**config.mk**
```make
export PLATFORM = sky130hd
export DESIGN_NAME = mul_sequencer_flat
export DESIGN_NICKNAME = d
export VERILOG_FILES = /design/src/rtl/mul_sequencer_pkg.sv /design/src/rtl/mul_sequencer_if.sv /design/src/rtl/mul_sequencer_step.sv /design/src/rtl/mul_sequencer.sv /design/src/flat_wrapper.sv
export SDC_FILE = /design/constraint.sdc
export NUM_CORES = 1
export LEC_CHECK = 0
export CORE_ASPECT_RATIO = 1.75
export CORE_UTILIZATION = 41
export CTS_CLUSTER_DIAMETER = 60
export DETAILED_ROUTE_END_ITERATION = 12
export SLEW_MARGIN = 20
export SYNTH_ARGS = -nofsm -noshare
export SYNTH_HDL_FRONTEND = slang
export SYNTH_SLANG_ARGS = --single-unit
```
**constraint.sdc**
```tcl
create_clock -name clock -period 6.76 [get_ports clock]
set_clock_uncertainty 0.1 [all_clocks]
set_input_delay 1.352 -clock clock [delete_from_list [all_inputs] [get_ports clock]]
set_output_delay 1.352 -clock clock [all_outputs]
set_load 0.05 [all_outputs]
```
**src/rtl/mul_sequencer_pkg.sv**
```systemverilog
// -----------------------------------------------------------------------------
// mul_sequencer_pkg
// Shared definitions for the multi-cycle MUL sequencer:
//   - state_t       : sequencer FSM states (IDLE, BUSY, DONE)
//   - MUL_FUNCT     : R-type funct field that decodes to MUL
//   - ALU_OP_MUL    : ALU operation code carried by a MUL
//   - DEFAULT_WIDTH : default operand/result width and iteration count
// No ports (package).
// -----------------------------------------------------------------------------
package mul_sequencer_pkg;

  localparam int DEFAULT_WIDTH = 32;

  localparam logic [5:0] MUL_FUNCT  = 6'b101000;
  localparam logic [2:0] ALU_OP_MUL = 3'b111;

  typedef enum logic [1:0] {
    IDLE = 2'd0,
    BUSY = 2'd1,
    DONE = 2'd2
  } state_t;

endpackage : mul_sequencer_pkg

```
**src/rtl/mul_sequencer_if.sv**
```systemverilog
// -----------------------------------------------------------------------------
// mul_sequencer_if
// Bundle between the issue/decode stage and the MUL sequencer.
// Signals:
//   start  : decoded MUL in the issue stage (issue -> sequencer)
//   flush  : pipeline flush, aborts any operation (issue -> sequencer)
//   opa    : multiplicand, rs (issue -> sequencer)
//   opb    : multiplier, rt (issue -> sequencer)
//   stall  : holds the pipeline front end (sequencer -> issue)
//   done   : one-cycle pulse, result valid (sequencer -> write-back)
//   result : low WIDTH bits of opa*opb (sequencer -> write-back)
//   busy   : sequencer not idle (sequencer -> pipeline)
// Modports: master = pipeline side, slave = sequencer side.
// -----------------------------------------------------------------------------
interface mul_sequencer_if
  import mul_sequencer_pkg::*;
#(
  parameter int WIDTH = DEFAULT_WIDTH
);

  logic             start;
  logic             flush;
  logic [WIDTH-1:0] opa;
  logic [WIDTH-1:0] opb;
  logic             stall;
  logic             done;
  logic [WIDTH-1:0] result;
  logic             busy;

  modport master (
    output start, flush, opa, opb,
    input  stall, done, result, busy
  );

  modport slave (
    input  start, flush, opa, opb,
    output stall, done, result, busy
  );

endinterface : mul_sequencer_if

```
**src/rtl/mul_sequencer_step.sv**
```systemverilog
// -----------------------------------------------------------------------------
// mul_step
// One combinational iteration of the shift-add multiply.
// Ports:
//   i_acc, i_mcand, i_mplier : current accumulator / multiplicand / multiplier
//   o_acc, o_mcand, o_mplier : values after this iteration
// The accumulator add is modulo 2^WIDTH; the carry-out is dropped because
// only the low WIDTH bits of the product are ever returned.
// -----------------------------------------------------------------------------
module mul_step
  import mul_sequencer_pkg::*;
#(
  parameter int WIDTH = DEFAULT_WIDTH
) (
  input  logic [WIDTH-1:0] i_acc,
  input  logic [WIDTH-1:0] i_mcand,
  input  logic [WIDTH-1:0] i_mplier,
  output logic [WIDTH-1:0] o_acc,
  output logic [WIDTH-1:0] o_mcand,
  output logic [WIDTH-1:0] o_mplier
);

  always_comb begin
    o_acc    = i_mplier[0] ? (i_acc + i_mcand) : i_acc;
    o_mcand  = i_mcand << 1;
    o_mplier = i_mplier >> 1;
  end

endmodule : mul_step

```
**src/rtl/mul_sequencer.sv**
```systemverilog
// -----------------------------------------------------------------------------
// mul_sequencer
// Multi-cycle controller for the MUL instruction. Latches the operands on an
// accepted start, runs an iterative shift-add multiply (one mul_step per
// cycle), stalls the front end while working and pulses done with the low
// WIDTH bits of the product.
// Ports:
//   clock : rising-edge clock
//   reset : synchronous, active-high reset (same effect as flush)
//   bus   : mul_sequencer_if.slave (start/flush/opa/opb in,
//           stall/done/result/busy out)
// Build option:
//   MUL_EARLY_EXIT_EN : when defined, BUSY ends as soon as the remaining
//                       multiplier is zero, and opb==0 goes straight to DONE.
//                       Results are identical; only latency changes.
// -----------------------------------------------------------------------------
module mul_sequencer
  import mul_sequencer_pkg::*;
#(
  parameter int WIDTH = DEFAULT_WIDTH
) (
  input  logic           clock,
  input  logic           reset,
  mul_sequencer_if.slave bus
);

  localparam int CNT_W = (WIDTH > 1) ? $clog2(WIDTH) : 1;
  localparam logic [CNT_W-1:0] LAST_CNT = CNT_W'(WIDTH - 1);

  state_t           r_state;
  logic [WIDTH-1:0] r_mcand;
  logic [WIDTH-1:0] r_mplier;
  logic [WIDTH-1:0] r_acc;
  logic [CNT_W-1:0] r_count;
  logic             r_done;
  logic             r_busy;
  logic [WIDTH-1:0] r_result;

  logic [WIDTH-1:0] w_acc_nxt;
  logic [WIDTH-1:0] w_mcand_nxt;
  logic [WIDTH-1:0] w_mplier_nxt;
  logic             w_last;

  mul_step #(
    .WIDTH (WIDTH)
  ) u_step (
    .i_acc    (r_acc),
    .i_mcand  (r_mcand),
    .i_mplier (r_mplier),
    .o_acc    (w_acc_nxt),
    .o_mcand  (w_mcand_nxt),
    .o_mplier (w_mplier_nxt)
  );

  // Final BUSY iteration. The count reaches WIDTH-1 on the last of WIDTH
  // steps, so the counter only wraps on the transition out of BUSY.
`ifdef MUL_EARLY_EXIT_EN
  assign w_last = (r_count == LAST_CNT) || (w_mplier_nxt == '0);
`else
  assign w_last = (r_count == LAST_CNT);
`endif

  // Combinational so the issuing MUL is held in its own decode cycle;
  // low in DONE so the instruction can retire.
  assign bus.stall  = ((r_state == IDLE) && bus.start && !bus.flush) ||
                      (r_state == BUSY);
  assign bus.done   = r_done;
  assign bus.busy   = r_busy;
  assign bus.result = r_result;

  always_ff @(posedge clock) begin
    if (reset || bus.flush) begin
      // Abort: back to IDLE without a done pulse. result is only cleared
      // by reset; a flush leaves the last published value untouched.
      r_state <= IDLE;
      r_acc   <= '0;
      r_count <= '0;
      r_done  <= 1'b0;
      r_busy  <= 1'b0;
      if (reset) begin
        r_result <= '0;
      end
    end else begin
      case (r_state)
        IDLE: begin
          r_done <= 1'b0;
          if (bus.start) begin
            r_mcand  <= bus.opa;
            r_mplier <= bus.opb;
            r_acc    <= '0;
            r_count  <= '0;
            r_busy   <= 1'b1;
`ifdef MUL_EARLY_EXIT_EN
            if (bus.opb == '0) begin
              r_state  <= DONE;
              r_done   <= 1'b1;
              r_result <= '0;
            end else begin
              r_state  <= BUSY;
            end
`else
            r_state <= BUSY;
`endif
          end
        end

        BUSY: begin
          r_acc    <= w_acc_nxt;
          r_mcand  <= w_mcand_nxt;
          r_mplier <= w_mplier_nxt;
          r_count  <= r_count + 1'b1;
          if (w_last) begin
            r_state  <= DONE;
            r_done   <= 1'b1;
            r_result <= w_acc_nxt;
          end
        end

        DONE: begin
          // Unconditional single-cycle state; start here is ignored.
          r_state <= IDLE;
          r_done  <= 1'b0;
          r_busy  <= 1'b0;
        end

        default: begin
          r_state <= IDLE;
          r_done  <= 1'b0;
          r_busy  <= 1'b0;
        end
      endcase
    end
  end

endmodule : mul_sequencer

```
**src/flat_wrapper.sv**
```systemverilog
// flat-port wrapper written by rule: the top's interface ports become plain ports
module mul_sequencer_flat import mul_sequencer_pkg::*;
#(
  parameter int WIDTH = DEFAULT_WIDTH
)
  (clock, reset, bus_start, bus_flush, bus_opa, bus_opb, bus_stall, bus_done, bus_result, bus_busy);
  mul_sequencer_if #(.WIDTH(WIDTH)) bus_i ();
  input  logic clock;
  input  logic reset;
  input wire logic [$bits(bus_i.start)-1:0] bus_start;
  input wire logic [$bits(bus_i.flush)-1:0] bus_flush;
  input wire logic [$bits(bus_i.opa)-1:0] bus_opa;
  input wire logic [$bits(bus_i.opb)-1:0] bus_opb;
  output wire logic [$bits(bus_i.stall)-1:0] bus_stall;
  output wire logic [$bits(bus_i.done)-1:0] bus_done;
  output wire logic [$bits(bus_i.result)-1:0] bus_result;
  output wire logic [$bits(bus_i.busy)-1:0] bus_busy;
  assign bus_i.start = bus_start;
  assign bus_i.flush = bus_flush;
  assign bus_i.opa = bus_opa;
  assign bus_i.opb = bus_opb;
  assign bus_stall = bus_i.stall;
  assign bus_done = bus_i.done;
  assign bus_result = bus_i.result;
  assign bus_busy = bus_i.busy;
  mul_sequencer #(.WIDTH(WIDTH)) u_core (.clock(clock), .reset(reset), .bus(bus_i));
endmodule
```
# Word-level counts from Yosys, hierarchy flattened
# Cells that the tools add are included.
[word_totals] regBits=137 inputBits=68 out_inout_bits=35 wordCells=50
[classes] n_addsub=2 n_eq_ne=5 mux=18 n_bitwise=2 reduce_logical=15
[op_table] operator="2-to-1 mux 32 bit" count=8
[op_table] operator="one-hot mux 32 bit (2 select lines)" count=3
[op_table] operator="adder 32 bit" count=1
[op_table] operator="one-hot mux 5 bit (2 select lines)" count=1
[op_table] operator="AND reduction 2 bit" count=3
[op_table] operator="AND reduction 3 bit" count=2
[op_table] operator="nonzero test 2 bit" count=3
[op_table] operator="adder 5 x 1 -> 5 bit, second input constant" count=1
[op_table] operator="equality test 5 bit, second input constant" count=1
[op_table] operator="2-to-1 mux 5 bit" count=1
[op_table] operator="2-to-1 mux 2 bit" count=2
[op_table] operator="!= test 2 bit, second input constant" count=2
[op_table] operator="one-hot mux 2 bit (2 select lines)" count=1
[op_table] operator="equality test 2 x 1 -> 1 bit, second input constant" count=1
[op_table] operator="logical AND 1 bit" count=2
[op_table] operator="logical NOT 2 bit" count=1
[op_table] operator="logical OR 1 bit" count=2
[op_table] operator="!= test 2 x 1 -> 1 bit, second input constant" count=1
[op_table] operator="NOT 1 bit" count=2
[op_table] operator="one-hot mux 1 bit (2 select lines)" count=1
[op_table] operator="OR reduction 2 bit" count=1
[op_table] operator="logical NOT 1 bit" count=1
[op_table] operator="2-to-1 mux 1 bit" count=1

# Logic depth before layout (Yosys ltp)
[depth] depth_word=5 mapped_depth=10 mapped_depth_nobuf=10

# Modules after synthesis
# A second synthesis with hierarchy kept.
[hier_totals] cells_unflattened=704 area_unflattened_um2=7957.6
[modules_own_cells] mod="mul_sequencer" n_inst=1 cells_per_inst=318 area_per_inst_um2=5241.3 seq_area_each_um2=3703.6
[modules_own_cells] mod="mul_step" n_inst=1 cells_per_inst=386 area_per_inst_um2=2716.4 seq_area_each_um2=0.0

# Least setup slack after synthesis
# OpenSTA, ideal clock, no wires.
[synth_path] kind="input to register" start="input port reset" end="register u_core.r_mcand[0], enable pin" setup_time_ns=0.486 t_arrival_ns=4.920 t_required_ns=6.174 setup_slack_ns=1.254 cell_stages=5 path_cell_list="or2_1 clkbuf_1 clkbuf_1 clkbuf_1 nor2_1"
[synth_via] elab_chain_cells=3
[synth_rtl] item="from (decl)" line_no="flat_wrapper.sv:9" source="input logic reset;"
[synth_rtl] item="logical OR 1 bit" line_no="mul_sequencer.sv:72" source="if (reset || bus.flush) begin"
[synth_rtl] item="NOT 1 bit (no line)"
[synth_rtl] item="AND reduction 3 bit (no line)"
[synth_rtl] item="to (signal assigned)" line_no="mul_sequencer.sv:88" source="r_mcand <= bus.opa;"
[synth_rtl] item="to (signal assigned)" line_no="mul_sequencer.sv:109" source="r_mcand <= w_mcand_nxt;"
[synth_rtl] item="to (decl)" line_no="mul_sequencer.sv:31" source="logic [WIDTH-1:0] r_mcand;"
# No other way between the ends.
# A chain may end at the register's enable or synchronous reset.

# Worst setup path after layout
[layout_path] start="input port bus_start" end="output port bus_stall"
[layout_via] elab_chain_cells=3
[layout_rtl] item="from (decl)" line_no="flat_wrapper.sv:10" source="input wire logic [$bits(bus_i.start)-1:0] bus_start;"
[layout_rtl] item="logical AND 1 bit (2 in a row)" line_no="mul_sequencer.sv:65" source="assign bus.stall = ((r_state == IDLE) && bus.start && !bus.flush) ||"
[layout_rtl] item="logical OR 1 bit" line_no="mul_sequencer.sv:65"
[layout_rtl] item="to (decl)" line_no="flat_wrapper.sv:14" source="output wire logic [$bits(bus_i.stall)-1:0] bus_stall;"
# No other way between the ends.

==> metrics.txt <==
run status finished clean; Avg Inst Size Synth 11.4 sq um; Initial Util 42.0%; global-route total usage across every layer 19.8%; Endpoint, Worst Hold u_core.r_acc[26]; WP data arrival 2.84 ns; Clk pwr share 46.2%; setup slack after layout 2.47 ns; CTS tree built; number of distinct library cell variants in the gate-level netlist after synthesis 61; sinks on the clock net 137; CP startpoint kind input port; Post-Route WL 17.4 mm; WS Path Type input port to primary output; fraction of the yosys area taken by sequential cells 50.3%; count of TritonRoute iterations in the first routing pass 5; type of the tightest min-delay check flip-flop to flip-flop; pin count of the biggest net entering global routing 51; ratio of routed vias to standard cells 5.48; CTS Buf Count 17; P_leak 0.00348 uW; number of hold violations in the final report 0; reg-to-reg critical path endpoint u_core.r_acc[30]; minimum setup slack among reg-to-reg paths 3.58 ns; post-synthesis sequential element count 137; Hold Path Stages 2; relative slew slack 26.1%; DRC Markers 0; DIE HEIGHT 179 um; clock latency on the worst-skew pair 0.43 ns; half-perimeter wire length of the detailed placement result 12.3 mm; depth of the worst register-to-register path 10; Cells after Synth 646; RSZ-0062 raised after global routing no; number of enable-type register cells in the synthesized netlist 96; IO buf count 102; placed instance area 8620 sq um; Sw Pwr 502 uW; share of the synthesized area in the top cell type 39.2%; nets 845; Routed wire per std cell 17.6 um; x dimension of the die 103 um; final count of negative-setup-slack endpoints 0; count of pins over their slew limit 0; upper clock frequency limit 233 MHz; Final Non-Filler Cells 987; slew at the pin closest to its max-slew limit 1.11 ns; Post-Syn Nets 748; TNS Setup 0 ns; sw frac 23.3%; antenna violations before repair 0; synth-to-layout area growth 25.6%; number of post-CTS setup repair buffers 0; global-route wire length before repair 27.1 mm; gp weighted congestion 0.867; Post-Route Utilization 52.7%; core area 17,500 sq um; number of vias in the routed layout 5,405; total power density per cell area 233 nW/um^2; Finished Cell Area 9240 sq um; cell area after synthesis 7360 sq um; number of max-cap violations 0; ys async rst share 0%; hold-fix buffers at CTS 0; kind of end point of the critical path primary output; remaining antenna violation count after routing 0; synth cell count leaders sky130_fd_sc_hd__edfxtp_1 (96), sky130_fd_sc_hd__mux2_2 (63), sky130_fd_sc_hd__nor2_1 (52); Die ar. 18,500 sq um; via count of the first global-routing pass 5,570; primary flip-flop cell chosen by synthesis mapping sky130_fd_sc_hd__edfxtp_1; most area-hungry cell type in the Yosys netlist sky130_fd_sc_hd__edfxtp_1; Remaining Overflow, GRT 0; buffer levels on the longest clock path 2; startpoint of the worst register-to-register path u_core.r_mcand[0]; Combinational Power Share 10.1%; post-placement setup slack 2.27 ns; number of diodes 0; Syn. warnings 0; number of gates resized after CTS 0; hold_sp u_core.r_acc[26]; share of cells above drive strength 1 15.7%; Clk Tree Root Cell sky130_fd_sc_hd__clkbuf_16; most common cell in the netlist sky130_fd_sc_hd__edfxtp_1; # H-tree levels 4; design internal power 1650 uW; final cycle utilization of the critical path 63.5%; count of boundary I/O pins 103; biggest area contributors in the synthesized netlist sky130_fd_sc_hd__edfxtp_1 (39%), sky130_fd_sc_hd__dfxtp_1 (11%), sky130_fd_sc_hd__mux2_2 (9.6%); required time worst endpoint 5.31 ns; Starting DRT DRC Count 219; Row Count 64; clock period minus worst slack 4.29 ns; Flop pwr share 43.7%; worst ir drop on vdd 0.169 mV; critical path fanouts, max 3; Placed Cells incl. Taps 955; Clock Pin Slew Worst Setup and Hold Paths 0.06 ns; Fill cells 1,526
[worst max-delay path by stage]
stage	start	end	slack, ns	cells past startpoint
2_1_floorplan	reset	u_core.r_mcand[0]	1.25	5
3_3_place_gp	reset	u_core.r_acc[30]	2.38	7
3_5_place_dp	reset	u_core.r_acc[30]	2.27	7
4_1_cts	bus_flush	bus_stall	2.47	5
5_1_grt	bus_flush	bus_stall	2.38	5
6_report	bus_start	bus_stall	2.47	4
[critical path: stages]
cell                              delay [ns]
sky130_fd_sc_hd__clkdlybuf4s50_1        0.51
sky130_fd_sc_hd__a21oi_1                0.08
sky130_fd_sc_hd__nor2_1                 0.09
sky130_fd_sc_hd__clkdlybuf4s50_1        0.81
[registers in the layout, summed over array words and instances, names as in the netlist]
signal	flops
u_core.bus.busy	1
u_core.bus.done	1
u_core.bus.result	32
u_core.r_acc	32
u_core.r_count	5
u_core.r_mcand	32
u_core.r_mplier	32
u_core.r_state	2
[layout make-up]
class	instances	area [sq um]	share of cell area, %
Clock buffer	18	429	4.64
Multi-Input combinational cell	470	3530	38.1
Clock inverter	14	196	2.13
Sequential cell	137	3700	40.1
Timing Repair Buffer	108	1070	11.5
Inverter	9	33.8	0.365
Tap cell	231	289	3.13
[metrics by stage]
step                      hold slack (ns)  total power, uW
after floorplan                     0.338             1090
after global placement              0.346             1170
after detailed placement            0.366             1180
after CTS                           0.373             2170
after global routing                0.395             2220
final                               0.371             2150
[metal layers]
| metal | global-route usage, % | up-vias | wire (um) |
|---|---|---|---|
| met5 | 0 | - | 0 |
| met4 | 9.21 | 0 | 434 |
| met3 | 4.76 | 29 | 625 |
| met2 | 36.8 | 125 | 9580 |
| met1 | 20.4 | 2626 | 6760 |
| li1 | - | 2625 | - |
[power groups by stage]
| stage | sequential (uW) | combinational [uW] | clock (uW) |
|---|---|---|---|
| 2_1_floorplan | 988 | 99.9 | 0 |
| 3_3_place_gp | 957 | 215 | 0 |
| 3_5_place_dp | 958 | 219 | 0 |
| 4_1_cts | 940 | 220 | 1010 |
| 5_1_grt | 942 | 233 | 1050 |
| 6_report | 940 | 216 | 995 |
[kinds of logic after synthesis]
family,synth area share [%]
buffers and inverters,1.99
xor gates and xnor gates,3.21
muxes,12.8
AOI/OAI and AO/OA,14.9
DFF,50.3
adders and majority gates,5.88
and+or+nand+nor,11.0
[cells in the final DEF, fill, tap and decap left out, types with 7 or more instances in the layout]
master | Yosys | final
sky130_fd_sc_hd__clkdlybuf4s50_1 | 0 | 102
sky130_fd_sc_hd__edfxtp_1 | 96 | 96
sky130_fd_sc_hd__mux2_2 | 63 | 63
sky130_fd_sc_hd__nor2_1 | 52 | 50
sky130_fd_sc_hd__nand2_1 | 46 | 46
sky130_fd_sc_hd__dfxtp_1 | 41 | 41
sky130_fd_sc_hd__a21oi_1 | 34 | 34
sky130_fd_sc_hd__ha_1 | 33 | 33
sky130_fd_sc_hd__mux2i_1 | 23 | 23
sky130_fd_sc_hd__a22o_1 | 19 | 19
sky130_fd_sc_hd__o21ai_1 | 18 | 18
sky130_fd_sc_hd__clkbuf_16 | 0 | 17
sky130_fd_sc_hd__o21ai_0 | 16 | 16
sky130_fd_sc_hd__nand3_1 | 15 | 15
sky130_fd_sc_hd__xnor2_1 | 15 | 15
sky130_fd_sc_hd__a21o_1 | 14 | 14
sky130_fd_sc_hd__xor2_1 | 12 | 12
sky130_fd_sc_hd__nor3_1 | 10 | 10
sky130_fd_sc_hd__inv_1 | 8 | 8
sky130_fd_sc_hd__a211oi_1 | 8 | 8
sky130_fd_sc_hd__a31oi_1 | 7 | 7
sky130_fd_sc_hd__o211ai_1 | 7 | 7
sky130_fd_sc_hd__and2_1 | 7 | 7
sky130_fd_sc_hd__nand3b_1 | 7 | 7
No activity file was read; power rests on OpenSTA's default activity.
